[src/rtl/bullet_hit_detector.sv]
// Per-frame bullet/heart collision, HP bookkeeping, invincibility frames and death latch.
// Optional HIT_BLUE_RULE_EN: blue bullets only damage a heart that moved since the previous evaluation.
module bullet_hit_detector #(
  parameter int MAX_HP       = 20,
  parameter int DAMAGE       = 3,
  parameter int HEAL         = 1,
  parameter int IFRAME_TICKS = 60,
  parameter int HEART_SIZE   = 8
) (
  input  logic        clk,
  input  logic        reset,
  input  logic        frameTick,
  input  logic        isRun,
  input  logic [15:0] heartPos,
  input  logic [15:0] position1,
  input  logic [15:0] position2,
  input  logic [15:0] size1,
  input  logic [15:0] size2,
  input  logic [2:0]  color1,
  input  logic [2:0]  color2,
  input  logic        isRender1,
  input  logic        isRender2,
  output logic [7:0]  hp,
  output logic        hit,
  output logic        healed,
  output logic        invincible,
  output logic        dead
);

  typedef enum logic [2:0] {IDLE, CAPTURE, EVAL, APPLY, DEAD} state_t;

  localparam logic [8:0] HS       = 9'(HEART_SIZE);
  localparam logic [7:0] MAX_HP_V = 8'(MAX_HP);
  localparam logic [7:0] DMG_V    = 8'(DAMAGE);
  localparam logic [8:0] HEAL_V   = 9'(HEAL);
  localparam logic [7:0] IFR_V    = 8'(IFRAME_TICKS);
  localparam logic [2:0] WHITE    = 3'b000;
  localparam logic [2:0] GREEN    = 3'b001;
  localparam logic [2:0] BLUE     = 3'b010;

  state_t      state;
  logic [15:0] heart_q, pos1_q, pos2_q, size1_q, size2_q;
  logic [2:0]  color1_q, color2_q;
  logic        render1_q, render2_q;
  logic        any_dmg, any_heal;
  logic [7:0]  iframe_cnt;
`ifdef HIT_BLUE_RULE_EN
  logic [15:0] prev_heart;
`endif

  logic       ov1, ov2, blue_ok, dmg_c, heal_c;
  logic       apply_hit, apply_heal;
  logic [8:0] heal_sum;
  logic [7:0] hp_apply;

  // 9-bit sums keep edges near 255 from wrapping; an empty box never overlaps
  function automatic logic overlap(input logic [15:0] pos, input logic [15:0] size,
                                   input logic [15:0] heart, input logic render);
    logic [8:0] bx, by, bw, bh, hx, hy;
    bx = {1'b0, pos[15:8]};
    by = {1'b0, pos[7:0]};
    bw = {1'b0, size[15:8]};
    bh = {1'b0, size[7:0]};
    hx = {1'b0, heart[15:8]};
    hy = {1'b0, heart[7:0]};
    return render && (bw != 9'd0) && (bh != 9'd0) &&
           (bx < hx + HS) && (hx < bx + bw) && (by < hy + HS) && (hy < by + bh);
  endfunction

  always_comb begin
    ov1 = overlap(pos1_q, size1_q, heart_q, render1_q);
    ov2 = overlap(pos2_q, size2_q, heart_q, render2_q);
`ifdef HIT_BLUE_RULE_EN
    blue_ok = (heart_q != prev_heart);
`else
    blue_ok = 1'b1;
`endif
    dmg_c  = (ov1 && (color1_q == WHITE || (color1_q == BLUE && blue_ok))) ||
             (ov2 && (color2_q == WHITE || (color2_q == BLUE && blue_ok)));
    heal_c = (ov1 && color1_q == GREEN) || (ov2 && color2_q == GREEN);

    apply_hit  = any_dmg && (iframe_cnt == 8'd0);
    apply_heal = !any_dmg && any_heal;
    heal_sum   = {1'b0, hp} + HEAL_V;
    hp_apply   = hp;
    if (apply_hit)
      hp_apply = (hp > DMG_V) ? hp - DMG_V : 8'd0;
    else if (apply_heal)
      hp_apply = (heal_sum >= {1'b0, MAX_HP_V}) ? MAX_HP_V : heal_sum[7:0];
  end

  assign invincible = (iframe_cnt != 8'd0);

  always_ff @(posedge clk) begin
    if (reset) begin
      state      <= IDLE;
      hp         <= MAX_HP_V;
      hit        <= 1'b0;
      healed     <= 1'b0;
      dead       <= 1'b0;
      iframe_cnt <= 8'd0;
      heart_q    <= '0;
      pos1_q     <= '0;
      pos2_q     <= '0;
      size1_q    <= '0;
      size2_q    <= '0;
      color1_q   <= '0;
      color2_q   <= '0;
      render1_q  <= 1'b0;
      render2_q  <= 1'b0;
      any_dmg    <= 1'b0;
      any_heal   <= 1'b0;
`ifdef HIT_BLUE_RULE_EN
      prev_heart <= '0;
`endif
    end else begin
      hit    <= 1'b0;
      healed <= 1'b0;
      if (frameTick && isRun && iframe_cnt != 8'd0)
        iframe_cnt <= iframe_cnt - 8'd1;
      case (state)
        IDLE:
          if (frameTick && isRun) state <= CAPTURE;
        CAPTURE: begin
          heart_q   <= heartPos;
          pos1_q    <= position1;
          pos2_q    <= position2;
          size1_q   <= size1;
          size2_q   <= size2;
          color1_q  <= color1;
          color2_q  <= color2;
          render1_q <= isRender1;
          render2_q <= isRender2;
`ifdef HIT_BLUE_RULE_EN
          prev_heart <= heart_q;
`endif
          state     <= EVAL;
        end
        EVAL: begin
          any_dmg  <= dmg_c;
          any_heal <= heal_c;
          state    <= APPLY;
        end
        APPLY: begin
          hp     <= hp_apply;
          hit    <= apply_hit;
          healed <= apply_heal;
          // a fresh hit's reload wins over a decrement in the same cycle
          if (apply_hit) iframe_cnt <= IFR_V;
          if (hp_apply == 8'd0) begin
            dead  <= 1'b1;
            state <= DEAD;
          end else begin
            state <= IDLE;
          end
        end
        DEAD: begin
          hp    <= 8'd0;
          state <= DEAD;
        end
        default: state <= IDLE;
      endcase
    end
  end

endmodule

[config.mk]
export PLATFORM = sky130hd
export DESIGN_NAME = bullet_hit_detector
export DESIGN_NICKNAME = d
export VERILOG_FILES = /design/src/rtl/bullet_hit_detector.sv
export SDC_FILE = /design/constraint.sdc
export NUM_CORES = 1
export LEC_CHECK = 0
export ABC_AREA = 0
export BUFFER_PORTS_ARGS = -buffer_cell sky130_fd_sc_hd__buf_2
export CORE_ASPECT_RATIO = 2
export CORE_UTILIZATION = 55
export DETAILED_ROUTE_END_ITERATION = 8
export GPL_TIMING_DRIVEN = 0
export HOLD_SLACK_MARGIN = 0.03
export MAX_ROUTING_LAYER = met4
export PLACE_DENSITY = 0.87
export SLEW_MARGIN = 20
export SYNTH_ARGS = -nofsm -noshare
export SYNTH_HDL_FRONTEND = slang
export SYNTH_SLANG_ARGS = --single-unit
[constraint.sdc]
create_clock -name clk -period 6.9 [get_ports clk]
set_clock_uncertainty 0.15 [all_clocks]
set_input_delay 1.035 -clock clk [delete_from_list [all_inputs] [get_ports clk]]
set_output_delay 1.035 -clock clk [all_outputs]
set_load 0.005 [all_outputs]
Word-level counts from Yosys, hierarchy flattened
Cells that the tools add are included.
Widths: inputs -> output; s select.

storage, ports and cells
  register bits = 112
  output and inout port bits = 12
  logic and storage cells = 95

cells by class
  equal/unequal tests = 9
  $lt $le $gt $ge = 10
  bitwise operators = 1
  reduce and logical (&&, ||, !) cells = 38
  multiplexer cells = 11
  $add $sub $neg = 9

operators with widths
  kind                 count
  $lt 8x9->1           8
  $mux 8               7
  $reduce_bool 8->1    5
  $add 8x8->9          4
  $logic_and 1x1->1    20
  $add 8x4->9 const B  2
  $logic_not 8->1      2
  $pmux 8 s2           1
  $pmux 3 s5           1
  $eq 3x2->1 const B   4
  $add 8x1->9 const B  1
  $eq 3x1->1 const B   3
  $ge 9x5->1 const B   1
  $logic_not 3->1      3
  $gt 8x2->1 const B   1
  $sub 8x1->8 const B  1
  $sub 8x2->8 const B  1
  $mux 3               2
  $logic_or 1x1->1     4
  $eq 3x3->1 const B   1
  $ne 2x2->1 const B   1
  $reduce_and 2->1     1
  $reduce_bool 2->1    1
  $reduce_or 2->1      1
  2 further kinds      2

Longest topological paths before layout
  word-level depth = 9
  mapped depth = 15

Worst setup path before layout
Ideal clock, no wire load.

  path kind = register -> register
  start point = register pos1_q[9]
  end point = register any_heal
  cell stages (with the launch flop) = 14
  arrival time = 2,941 ps
  setup slack = 3,750 ps
  cells stage by stage = dfxtp_1 -> ha_1 -> a21o_1 -> a21oi_1 -> o21bai_1 -> a21oi_1 -> xor2_1 -> ha_1 -> a2111o_1 -> a31oi_1 -> a221oi_1 -> a2111o_1 -> nor3b_1 -> o31a_1

on the way
  cells in the longest elaborated chain, start to end = 7

RTL lines
  item                                             RTL line  source
  start, declared                                  42        logic [15:0] heart_q, pos1_q, pos2_q, size1_q, size2_q;
  start signal, assigned                           126       pos1_q <= position1;
  $add 8x8->9 or $lt 8x9->1 (tied branches)        67        (bx < hx + HS) && (hx < bx + bw) && (by < hy + HS) && (hy < by + bh);
  $lt 8x9->1 or $logic_and 1x1->1 (tied branches)  67, 66
  $logic_and 1x1->1 * (3 in series)                67
  $logic_and 1x1->1 *                              80        heal_c = (ov1 && color1_q == GREEN) || (ov2 && color2_q == GREEN);
  $logic_or 1x1->1 *                               80
  end signal, assigned                             141       any_heal <= heal_c;
  end, declared                                    45        logic any_dmg, any_heal;

Mark *: on every way between the ends. The rest lies on a longest branch, timed or not.
A chain may end at the register's enable or synchronous reset.

Final worst setup path
  start point = register size1_q[9]
  end point = register any_heal

on the way
  cells in the longest elaborated chain, start to end = 9

RTL lines
  item                                                                 RTL line  source
  start, declared                                                      42
  start signal, assigned                                               128       size1_q <= size1;
  parallel branches: the longest is 4 deep, another holds $add 8x8->9  n/a
  $logic_and 1x1->1 * (3 in series)                                    67
  $logic_and 1x1->1 *                                                  80
  $logic_or 1x1->1 *                                                   80

Mark *: on every way between the ends.

==> results.sh <==
export IMPL_arrival_ns=3.83
export IMPL_path_clk_slew_ns=0.07
export IMPL_syn_cell_area_um2=7070
export IMPL_status="completed"
export IMPL_placed_cells=1131
export IMPL_hpwlAfterDp_mm=15.7
export IMPL_drc_errors=0
export IMPL_period_minus_slack_ns=3.67
export IMPL_grt_ovfl_total=0
export IMPL_portBuffers=103
export IMPL_relSlewSlack_pct=58.6
export IMPL_wl_mm=19.7
export IMPL_worstSetupPathDepth=14
export IMPL_worstPathMaxFanout=4
export IMPL_tns_ns=0
export IMPL_cts_setup_buffers=0
export IMPL_grt_pass1_vias=6869
export IMPL_clockRootBuffer="clkbuf_16"
export IMPL_nets=1181
export IMPL_vias=6832
export IMPL_worstSetupStartpointType="flip-flop"
export IMPL_leakagePower_uw=0.00336
export IMPL_hp_class="flip-flop to flip-flop"
export IMPL_clockBufferDepth=2
export IMPL_most_common_layout_cells="210 x nand2_1, 133 x a21oi_1, 112 x dfxtp_1"
export IMPL_async_reset_ff_share_pct=0
export IMPL_die_h_um=162
export IMPL_syn_nets=1067
export IMPL_antenna_found_initial=0
export IMPL_setup_violations=0
export IMPL_cp_startpoint="size1_q[9]"
export IMPL_crit_family="compound AO/OA/AOI/OAI gates"
export IMPL_ant_nets=0
export IMPL_hold_viol_final=0
export IMPL_die_area_um2=13300
export IMPL_crit_end="any_heal"
export IMPL_yosysWarnings=0
export IMPL_grt_total_usage_pct=31.8
export IMPL_crit_buf_inv=0
export IMPL_cts_made_buffers=9
export IMPL_wire_per_inst_um=17.2
export IMPL_max_stage_delay_ns=0.43
export IMPL_max_cap_viol_count=0
export IMPL_reg2reg_to="any_heal"
export IMPL_rsz0062_at_grt="no"
export IMPL_layout_cells_most_common="nand2_1"
export IMPL_h_tree_depth=3
export IMPL_nFillCells=1093
export IMPL_syn2layout_area_growth_pct=13.8
export IMPL_grt_pass1_wl_mm=31.0
export IMPL_r2r_cells=14
export IMPL_regToRegStartpoint="size1_q[9]"
export IMPL_synth_edf_count=0
export IMPL_ir_worst_vdd_v=0.000204
export IMPL_ios=104
export IMPL_die_x_um=82.2
export IMPL_start_util_pct=56.3
export IMPL_crit_type="flip-flop to flip-flop"
export IMPL_final_cell_count_no_fill=1147
export IMPL_cts_resized=0
export IMPL_fmax_mhz=273
export IMPL_worst_path_max_delay_cell="dfxtp_1"
export IMPL_clock_sinks=112
export IMPL_synth_top_cell_area_share_pct=31.7
export IMPL_vias_per_cell=5.96
export IMPL_core_um2=12600
export IMPL_tightest_slew_ns=0.621
export IMPL_dr_first_iter_drc_count=255
export IMPL_num_rows=58
export IMPL_grt_max_degree=19
export IMPL_clk_latency_ns=0.36
export IMPL_diodes=0
export IMPL_first_pass_iters=5
export IMPL_worstPathRequired_ns=7.06
export IMPL_place_congestion=0.947
export IMPL_r2r_slack_ns=3.23
export IMPL_ys_types=71
export IMPL_synth_area_top_cells="dfxtp_1 32%, ha_1 16%, nand2_1 11%"
export IMPL_ys_seq_area_share_pct=31.7
export IMPL_layout_drive_gt1_share_pct=14.2
export IMPL_period_share_pct=53.2
export IMPL_power_uw=1700
export IMPL_synth_top_flop_cell="dfxtp_1"
export IMPL_synth_seq_cells=112
export IMPL_synth_top_area_cell="dfxtp_1"
export IMPL_hold_buffers=0
export IMPL_worstPathCellList="ha_1 -> a21o_1 -> a21oi_1 -> o21bai_1 -> a21oi_1 -> o21ai_0 -> xnor2_1 -> ha_1 -> a2111o_1 -> a31oi_1 -> a221oi_1 -> a2111o_1 -> nor3b_1 -> o31a_1"
export IMPL_endpoint_kind="flip-flop"
export IMPL_p_per_area_nw_per_um2=211
export IMPL_avgSynthCellArea_um2=8.06
export IMPL_slew_viol_final=0
export IMPL_synth_cells=878
export IMPL_tritoncts="yes"
-- kinds of logic after synthesis --
logic type / synth area share, %
AO/OA/AOI/OAI: 20.6
adder cells (fa/ha/maj): 17.6
AND/OR/NAND/NOR: 20.6
XOR/XNOR: 4.71
multiplexers: 0.460
buffers and inverters: 4.40
flip-flops: 31.7
-- Yosys cell counts, types with 4 or more instances --
library cell and count:
a2111oi_0 4, a211oi_1 5, a21o_1 10, a21oi_1 133
a31oi_1 8, and3_1 4, clkbuf_1 28, dfxtp_1 112
fa_1 4, ha_1 93, inv_1 32, nand2_1 210
nand2b_1 8, nand3_1 16, nor2_1 22, nor2b_1 9
nor3_1 13, nor4_1 13, o2111ai_1 5, o21a_1 7
o21ai_0 21, o21bai_1 6, xnor2_1 22, xor2_1 16
-- state kept, by name, indices dropped and copies added, names as in the netlist --
register	cells
size2_q	16
hit	1
pos2_q	16
render1_q	1
dead	1
hp	8
state	3
pos1_q	16
any_dmg	1
render2_q	1
iframe_cnt	8
any_heal	1
color1_q	3
heart_q	16
size1_q	16
color2_q	3
healed	1
-- worst min path at each step --
stage,start,to,slack [ns],cells past startpoint
final,dead,dead,0.31,2
after global placement,color2_q[2],color2_q[2],0.29,2
after detailed placement,dead,dead,0.29,2
after global routing,dead,dead,0.32,2
after CTS,dead,dead,0.31,2
after floorplan,color2_q[2],color2_q[2],0.28,2
-- tightest hold or removal path, cell delays in order (launching register included) --
cell and delay [ns]:
dfxtp_1 0.31, inv_1 0.04, o21ai_1 0.06
-- cell type report --
cell class,count,area [um^2],share of cell area (%)
timing repair buffer,103,515,6.40
inverter,33,138,1.71
clock buffer,10,229,2.84
buffer,37,174,2.16
tap,150,188,2.33
sequential,112,2240,27.9
multi-input combinational,696,4520,56.1
clock inverter,6,45.0,0.560
-- power by group --
group | total (uW) | switching (uW) | internal [uW]
Combinational | 449 | 250 | 199
Sequential | 758 | 63.7 | 694
Clock | 495 | 248 | 247
-- metal layers --
layer	wire length, um	part of all wire [%]	vias up	GRT usage [%]
met5	0	0	-	-
met4	1510	7.7	0	24.4
met3	925	4.7	105	5.99
met2	10600	54	250	57.1
met1	6600	34	3151	27.5
li1	-	-	3326	-
-- stage by stage --
stage          instance area (um^2)  hold WS [ns]  util (%)  setup slack, ns
2_1_floorplan                  7070         0.281         -             3.75
3_3_place_gp                   7780         0.291      61.9             3.48
3_5_place_dp                   7780         0.291      61.9             3.37
4_1_cts                        8050         0.309      64.1             3.28
5_1_grt                        8050         0.318      64.1             2.99
6_report                       8050         0.312      64.1             3.23
Power figures use the tool's default switching activity.
